**src/rtl/dmem_arbiter.sv**
```systemverilog
// Round-robin two-port arbiter and access sequencer in front of the data memory.
// Optional misaligned-access check enabled by defining DMEM_ARB_ALIGN_CHK_EN.
module dmem_arbiter #(
  parameter int MEM_RD_LAT = 2
) (
  input  logic        clk,
  input  logic        rst,
  input  logic        c_req,
  input  logic        c_we,
  input  logic [31:0] c_addr,
  input  logic [31:0] c_wdata,
  input  logic [2:0]  c_funct3,
  output logic        c_ack,
  output logic [31:0] c_rdata,
  output logic        c_err,
  input  logic        d_req,
  input  logic        d_we,
  input  logic [31:0] d_addr,
  input  logic [31:0] d_wdata,
  input  logic [2:0]  d_funct3,
  output logic        d_ack,
  output logic [31:0] d_rdata,
  output logic        d_err,
  output logic        m_read,
  output logic        m_write,
  output logic [31:0] m_addr,
  output logic [31:0] m_wdata,
  output logic [2:0]  m_funct3,
  input  logic [31:0] m_rdata
);

  typedef enum logic [2:0] {
    IDLE, WR, RD, CAPT, DONE
  } state_t;

  state_t      state_q, state_d;
  logic [2:0]  cnt_q, cnt_d;
  logic        last_q, last_d;
  logic        gnt_q, gnt_d;
  logic [31:0] addr_q, addr_d;
  logic [31:0] wdata_q, wdata_d;
  logic [2:0]  f3_q, f3_d;
  logic [31:0] crd_q, crd_d;
  logic [31:0] drd_q, drd_d;
  logic        err_q, err_d;

  logic        pick_d;
  logic        sel_we;
  logic [31:0] sel_addr;
  logic [31:0] sel_wdata;
  logic [2:0]  sel_f3;
  logic        mis;

  // last/gnt encoding: 1 = port D
  always_comb begin
    pick_d    = d_req & (~c_req | ~last_q);
    sel_we    = pick_d ? d_we : c_we;
    sel_addr  = pick_d ? d_addr : c_addr;
    sel_wdata = pick_d ? d_wdata : c_wdata;
    sel_f3    = pick_d ? d_funct3 : c_funct3;
    mis = ((sel_f3[1:0] == 2'b01) & sel_addr[0])
        | ((sel_f3[1:0] == 2'b10) & (sel_addr[1:0] != 2'b00));
  end

  always_comb begin
    state_d = state_q;
    cnt_d   = cnt_q;
    last_d  = last_q;
    gnt_d   = gnt_q;
    addr_d  = addr_q;
    wdata_d = wdata_q;
    f3_d    = f3_q;
    crd_d   = crd_q;
    drd_d   = drd_q;
    err_d   = err_q;
    unique case (state_q)
      IDLE: begin
        if (c_req | d_req) begin
          gnt_d   = pick_d;
          addr_d  = sel_addr;
          wdata_d = sel_wdata;
          f3_d    = sel_f3;
          cnt_d   = 3'd0;
          if (pick_d) drd_d = 32'd0;
          else        crd_d = 32'd0;
`ifdef DMEM_ARB_ALIGN_CHK_EN
          err_d = mis;
          if (mis)         state_d = DONE;
          else if (sel_we) state_d = WR;
          else             state_d = RD;
`else
          err_d   = 1'b0;
          state_d = sel_we ? WR : RD;
`endif
        end
      end
      WR: state_d = DONE;
      RD: begin
        if (cnt_q == 3'(MEM_RD_LAT - 1)) begin
          cnt_d   = 3'd0;
          state_d = CAPT;
        end else begin
          cnt_d = cnt_q + 3'd1;
        end
      end
      CAPT: begin
        if (gnt_q) drd_d = m_rdata;
        else       crd_d = m_rdata;
        state_d = DONE;
      end
      DONE: begin
        last_d  = gnt_q;
        state_d = IDLE;
      end
      default: state_d = IDLE;
    endcase
  end

  always_ff @(posedge clk or posedge rst) begin
    if (rst) begin
      state_q <= IDLE;
      cnt_q   <= 3'd0;
      last_q  <= 1'b1;
      gnt_q   <= 1'b0;
      addr_q  <= 32'd0;
      wdata_q <= 32'd0;
      f3_q    <= 3'd0;
      crd_q   <= 32'd0;
      drd_q   <= 32'd0;
      err_q   <= 1'b0;
    end else begin
      state_q <= state_d;
      cnt_q   <= cnt_d;
      last_q  <= last_d;
      gnt_q   <= gnt_d;
      addr_q  <= addr_d;
      wdata_q <= wdata_d;
      f3_q    <= f3_d;
      crd_q   <= crd_d;
      drd_q   <= drd_d;
      err_q   <= err_d;
    end
  end

  assign m_read   = (state_q == RD);
  assign m_write  = (state_q == WR);
  assign m_addr   = addr_q;
  assign m_wdata  = wdata_q;
  assign m_funct3 = f3_q;
  assign c_ack    = (state_q == DONE) & ~gnt_q;
  assign d_ack    = (state_q == DONE) & gnt_q;
  assign c_rdata  = crd_q;
  assign d_rdata  = drd_q;
`ifdef DMEM_ARB_ALIGN_CHK_EN
  assign c_err = c_ack & err_q;
  assign d_err = d_ack & err_q;
`else
  assign c_err = 1'b0;
  assign d_err = 1'b0;
`endif

endmodule

```
**config.mk**
```make
export PLATFORM = sky130hd
export DESIGN_NAME = dmem_arbiter
export DESIGN_NICKNAME = d
export VERILOG_FILES = /design/src/rtl/dmem_arbiter.sv
export SDC_FILE = /design/constraint.sdc
export NUM_CORES = 1
export LEC_CHECK = 0
export BUFFER_PORTS_ARGS = -buffer_cell sky130_fd_sc_hd__buf_2
export CAP_MARGIN = 20
export CORE_ASPECT_RATIO = 1.5
export CORE_UTILIZATION = 30
export DETAILED_ROUTE_END_ITERATION = 16
export HOLD_SLACK_MARGIN = 0.05
export SLEW_MARGIN = 20
export SYNTH_ARGS = -nofsm -noshare
export SYNTH_HDL_FRONTEND = slang
export SYNTH_SLANG_ARGS = --single-unit
```
**constraint.sdc**
```tcl
create_clock -name clk -period 5.4 [get_ports clk]
set_input_delay 0.54 -clock clk [delete_from_list [all_inputs] [get_ports clk]]
set_output_delay 0.54 -clock clk [all_outputs]
set_load 0.03 [all_outputs]
```
After elaboration in Yosys (flattened, before gate mapping)
Cells that the tools add are included.

Flip-flop bits (word level): 139. Output and inout port bits: 137. Word-level logic and storage cells: 57.

$add $sub $neg: 1. Equal/unequal tests: 11. Mux-type cells: 19. Bitwise operators: 8. Reduce and logical (&&, ||, !) cells: 9.

Operators by type and width (count): $mux 32 (8); $pmux 32 s2 (2); $mux 3 (5); $ne 2x2->1 const B (5); $pmux 3 s3 (1); $reduce_and 4->1 (2); $eq 3x1->1 const B (2); $eq 3x2->1 const B (2); $pmux 3 s2 (1); $reduce_and 2->1 (3); $reduce_bool 2->1 (2); $add 3x1->3 const B (1); $and 1x1->1 (3); $eq 3x3->1 const B (1); $logic_not 3->1 (1); $not 1->1 (3); $mux 2 (1); $ne 2x1->1 const B (1); $or 1x1->1 (2); $reduce_or 2->1 (1); $mux 1 (1).

Logic depth before layout (Yosys ltp)
Depth after elaboration: 7. Gate-level depth with buffers: 6. Depth with buffers taken out: 3.

Least setup slack after synthesis
OpenSTA, ideal clock, no wires.

Path type: flip-flop to output port. From: register state_q[0]. To: output port m_read. Arrival time: 1245 ps. Setup slack: 3615 ps. Cell stages (with the launch flop): 5. Cell sequence: dfrtp_1 > buf_2 > or3b_1 > clkbuf_1 > inv_1.

Word-level cells in the longest chain between the ends: 1.

Ends and longest elaborated chain: start: declaration (RTL line 36) `state_t state_q, state_d;`; start signal: assignment (RTL line 132) `state_q <= state_d;`; $eq 3x2->1 (RTL line 145) `assign m_read = (state_q == RD);`; end: declaration (RTL line 24) `output logic m_read,`.

Every way passes these cells.

Worst setup path in the final report
From: register state_q[1]. To: output port m_read.

The elaborated chain is that of the path after synthesis.

==> metrics.csv <==
metric,value,unit
post-route setup TNS,0,ps
core outline area,21700,um^2
cell area after synthesis,6660,um^2
Area Overhead vs Synth,35.5,%
register area share after synthesis,0.522,
Yosys top cell area share,0.518,
global-route wire length before repair,28100,um
layout cells sized above 1,0.534,
power share of the clock group,0.210,
DIE AREA,22800,um^2
CTS tree,done,
average wire per standard cell,16.1,um
initial antenna violation count,2,
DR vias,5430,
number of synthesized flops with an enable pin,0,
vias in the first global route,5366,
most common cell in the netlist,dfrtp_1,
Critical Path End Type,primary output,
Logic pwr share,0.477,
NetSw,2.60,mW
final critical-path setup slack,3070,ps
worst-margin pin slew,934,ps
placed instance area,8400,um^2
dpl ws,2930,ps
Post-synth ARST share,1.00,
Clock Sinks,139,
Hold Path Class,input port to async pin,
gr ovfl total,0,
commonest cells in the netlist,"dfrtp_1, mux2_2, nand2_1",
VDD IR-drop max,0.000271,V
min Tclk post-route,2330,ps
Yosys warnings,0,
Switching Share,0.442,
"CTS clk-pin slew, worst paths",60,ps
fmax,430,MHz
leakage power,4.31,nW
clk buf depth,2,
relative slew slack,0.376,
Worst Skew,9.82,ps
Final nets,1051,
Internal,3.28,mW
Synth area leaders,"dfrtp_1, mux2_2, o211ai_1",
Routed Wire Length,18700,um
crit path kind,flop to primary output,
pin count of the biggest net entering global routing,91,
Final Hold Viols,0,
Final ANT Viol Nets,0,
#FFs+latches synth,139,
Ports,309,
register share of total power,0.313,
status,finished clean,
"area leader, netlist",dfrtp_1,
Final period util,0.431,
Pre-antenna DRT Iters,4,
max-slew violation count,0,
"Req. time, crit path",4860,ps
crit path DAT,1790,ps
Synth cell types,38,
gpl congestion,0.742,
cts repair resizes,0,
htree depth,4,
starting DRC count in detailed routing,179,
pwr/cell area,651,nW/um^2
die width,124,um
DRC errors left,0,
gr usage total,0.166,
Worst-Skew Late Latency,430,ps
worst hold slack,269,ps
row count,66,
startpoint types,flop,
Final Cell Area,9030,um^2
RSZ-0062 raised after global routing,no,
Gate Count Post-Synth,590,
Final Setup Violations,0,
DR vias/cell,4.66,
hold buffer count at CTS,0,
Starting Density,0.307,
Crit Path Max Fanout,13,
Num CTS Buffers,17,
"Primary FF master, synth",dfrtp_1,
MaxCap Viol Count,0,
Die Ht,185,um
Syn Area/Cell,11.3,um^2
IO Port Bufs,306,
# Post-CTS Setup Buffers,0,
Detail Placement HPWL,13100,um
root buf cell,clkbuf_16,
==> critical path, cell delays in order (launching register included) <==
cell,delay [ps]
dfrtp_1,580
or3b_1,500
inv_1,80
buf_2,200
==> per-layer routing <==
layer | vias up | global-route usage | routed length (um)
met1 | 2586 | 0.170 | 6950
met4 | 2 | 0.0680 | 353
met3 | 22 | 0.0458 | 1180
met2 | 186 | 0.307 | 10200
li1 | 2634 | - | -
met5 | - | 0 | 8
==> sequential cells by signal, indices dropped and copies added (netlist names) <==
| name | count |
|---|---|
| m_funct3 | 3 |
| c_rdata | 32 |
| last_q | 1 |
| cnt_q | 3 |
| state_q | 3 |
| m_wdata | 32 |
| gnt_q | 1 |
| d_rdata | 32 |
| m_addr | 32 |
==> path summary, 6_finish.rpt <==
kind | slack, ps | startpoint | cells past startpoint | endpoint
max in group asynchronous | 3920 | rst | 3 | m_wdata[5]
worst min register to register | 480 | m_wdata[11] | 1 | m_wdata[11]
worst max register to register | 3100 | state_q[0] | 4 | m_addr[19]
worst min-delay path | 270 | rst | 2 | m_addr[12]
min in group clk | 330 | m_rdata[20] | 3 | d_rdata[20]
worst max-delay path | 3070 | state_q[1] | 3 | m_read
==> through the flow <==
step | instances | total power [mW] | util
6_report | 1165 | 5.87 | 0.416
5_1_grt | 1165 | 6.23 | 0.416
4_1_cts | 1164 | 5.96 | 0.415
3_5_place_dp | 1132 | 4.70 | 0.387
3_3_place_gp | 1132 | 4.64 | 0.387
2_1_floorplan | 591 | 3.86 | -
==> power groups by stage <==
stage	clock (mW)	combinational (mW)	sequential [mW]
finish	1.23	2.80	1.84
global placement	0	2.82	1.83
CTS	1.27	2.85	1.84
detailed placement	0	2.85	1.85
global route	1.32	3.00	1.91
floorplan	0	1.13	2.73
==> layout by cell type (no fill, tap or decap), types with 2 or more instances in the layout <==
master / n
clkinvlp_4: 5
inv_1: 37
buf_4: 9
inv_6: 2
clkinv_4: 2
nand3b_1: 2
o211ai_1: 67
dfrtp_1: 138
clkbuf_16: 17
nor2_1: 3
a21o_1: 2
clkinv_2: 3
mux2_2: 119
buf_2: 306
a21oi_1: 3
nor2b_1: 2
mux2_1: 15
o21ai_0: 20
conb_1: 2
bufinv_16: 4
o21ai_1: 14
nand2_1: 99
==> cell families (layout without fill, tap and decap cells) <==
| group | after synthesis | count (layout) | synth area share |
|---|---|---|---|
| muxes | 134 | 134 | 0.226 |
| DFF | 139 | 139 | 0.522 |
| xor gates and xnor gates | 1 | 1 | 0.00131 |
| AOI/OAI and AO/OA | 115 | 115 | 0.117 |
| buffers and inverters | 84 | 385 | 0.0582 |
| other | 1 | 3 | 0.000563 |
| and+or+nand+nor | 116 | 116 | 0.0742 |
==> layout make-up <==
class / count / area, um^2
inverter: 38 / 148
clock buffer: 17 / 425
fill: 2133 / 12700
tap: 272 / 340
antenna: 1 / 2.50
timing repair buffer: 315 / 1600
multi-input combinational: 368 / 2830
sequential: 139 / 3480
clock inverter: 15 / 199
Note: power is estimated with default switching activity, not from simulation.
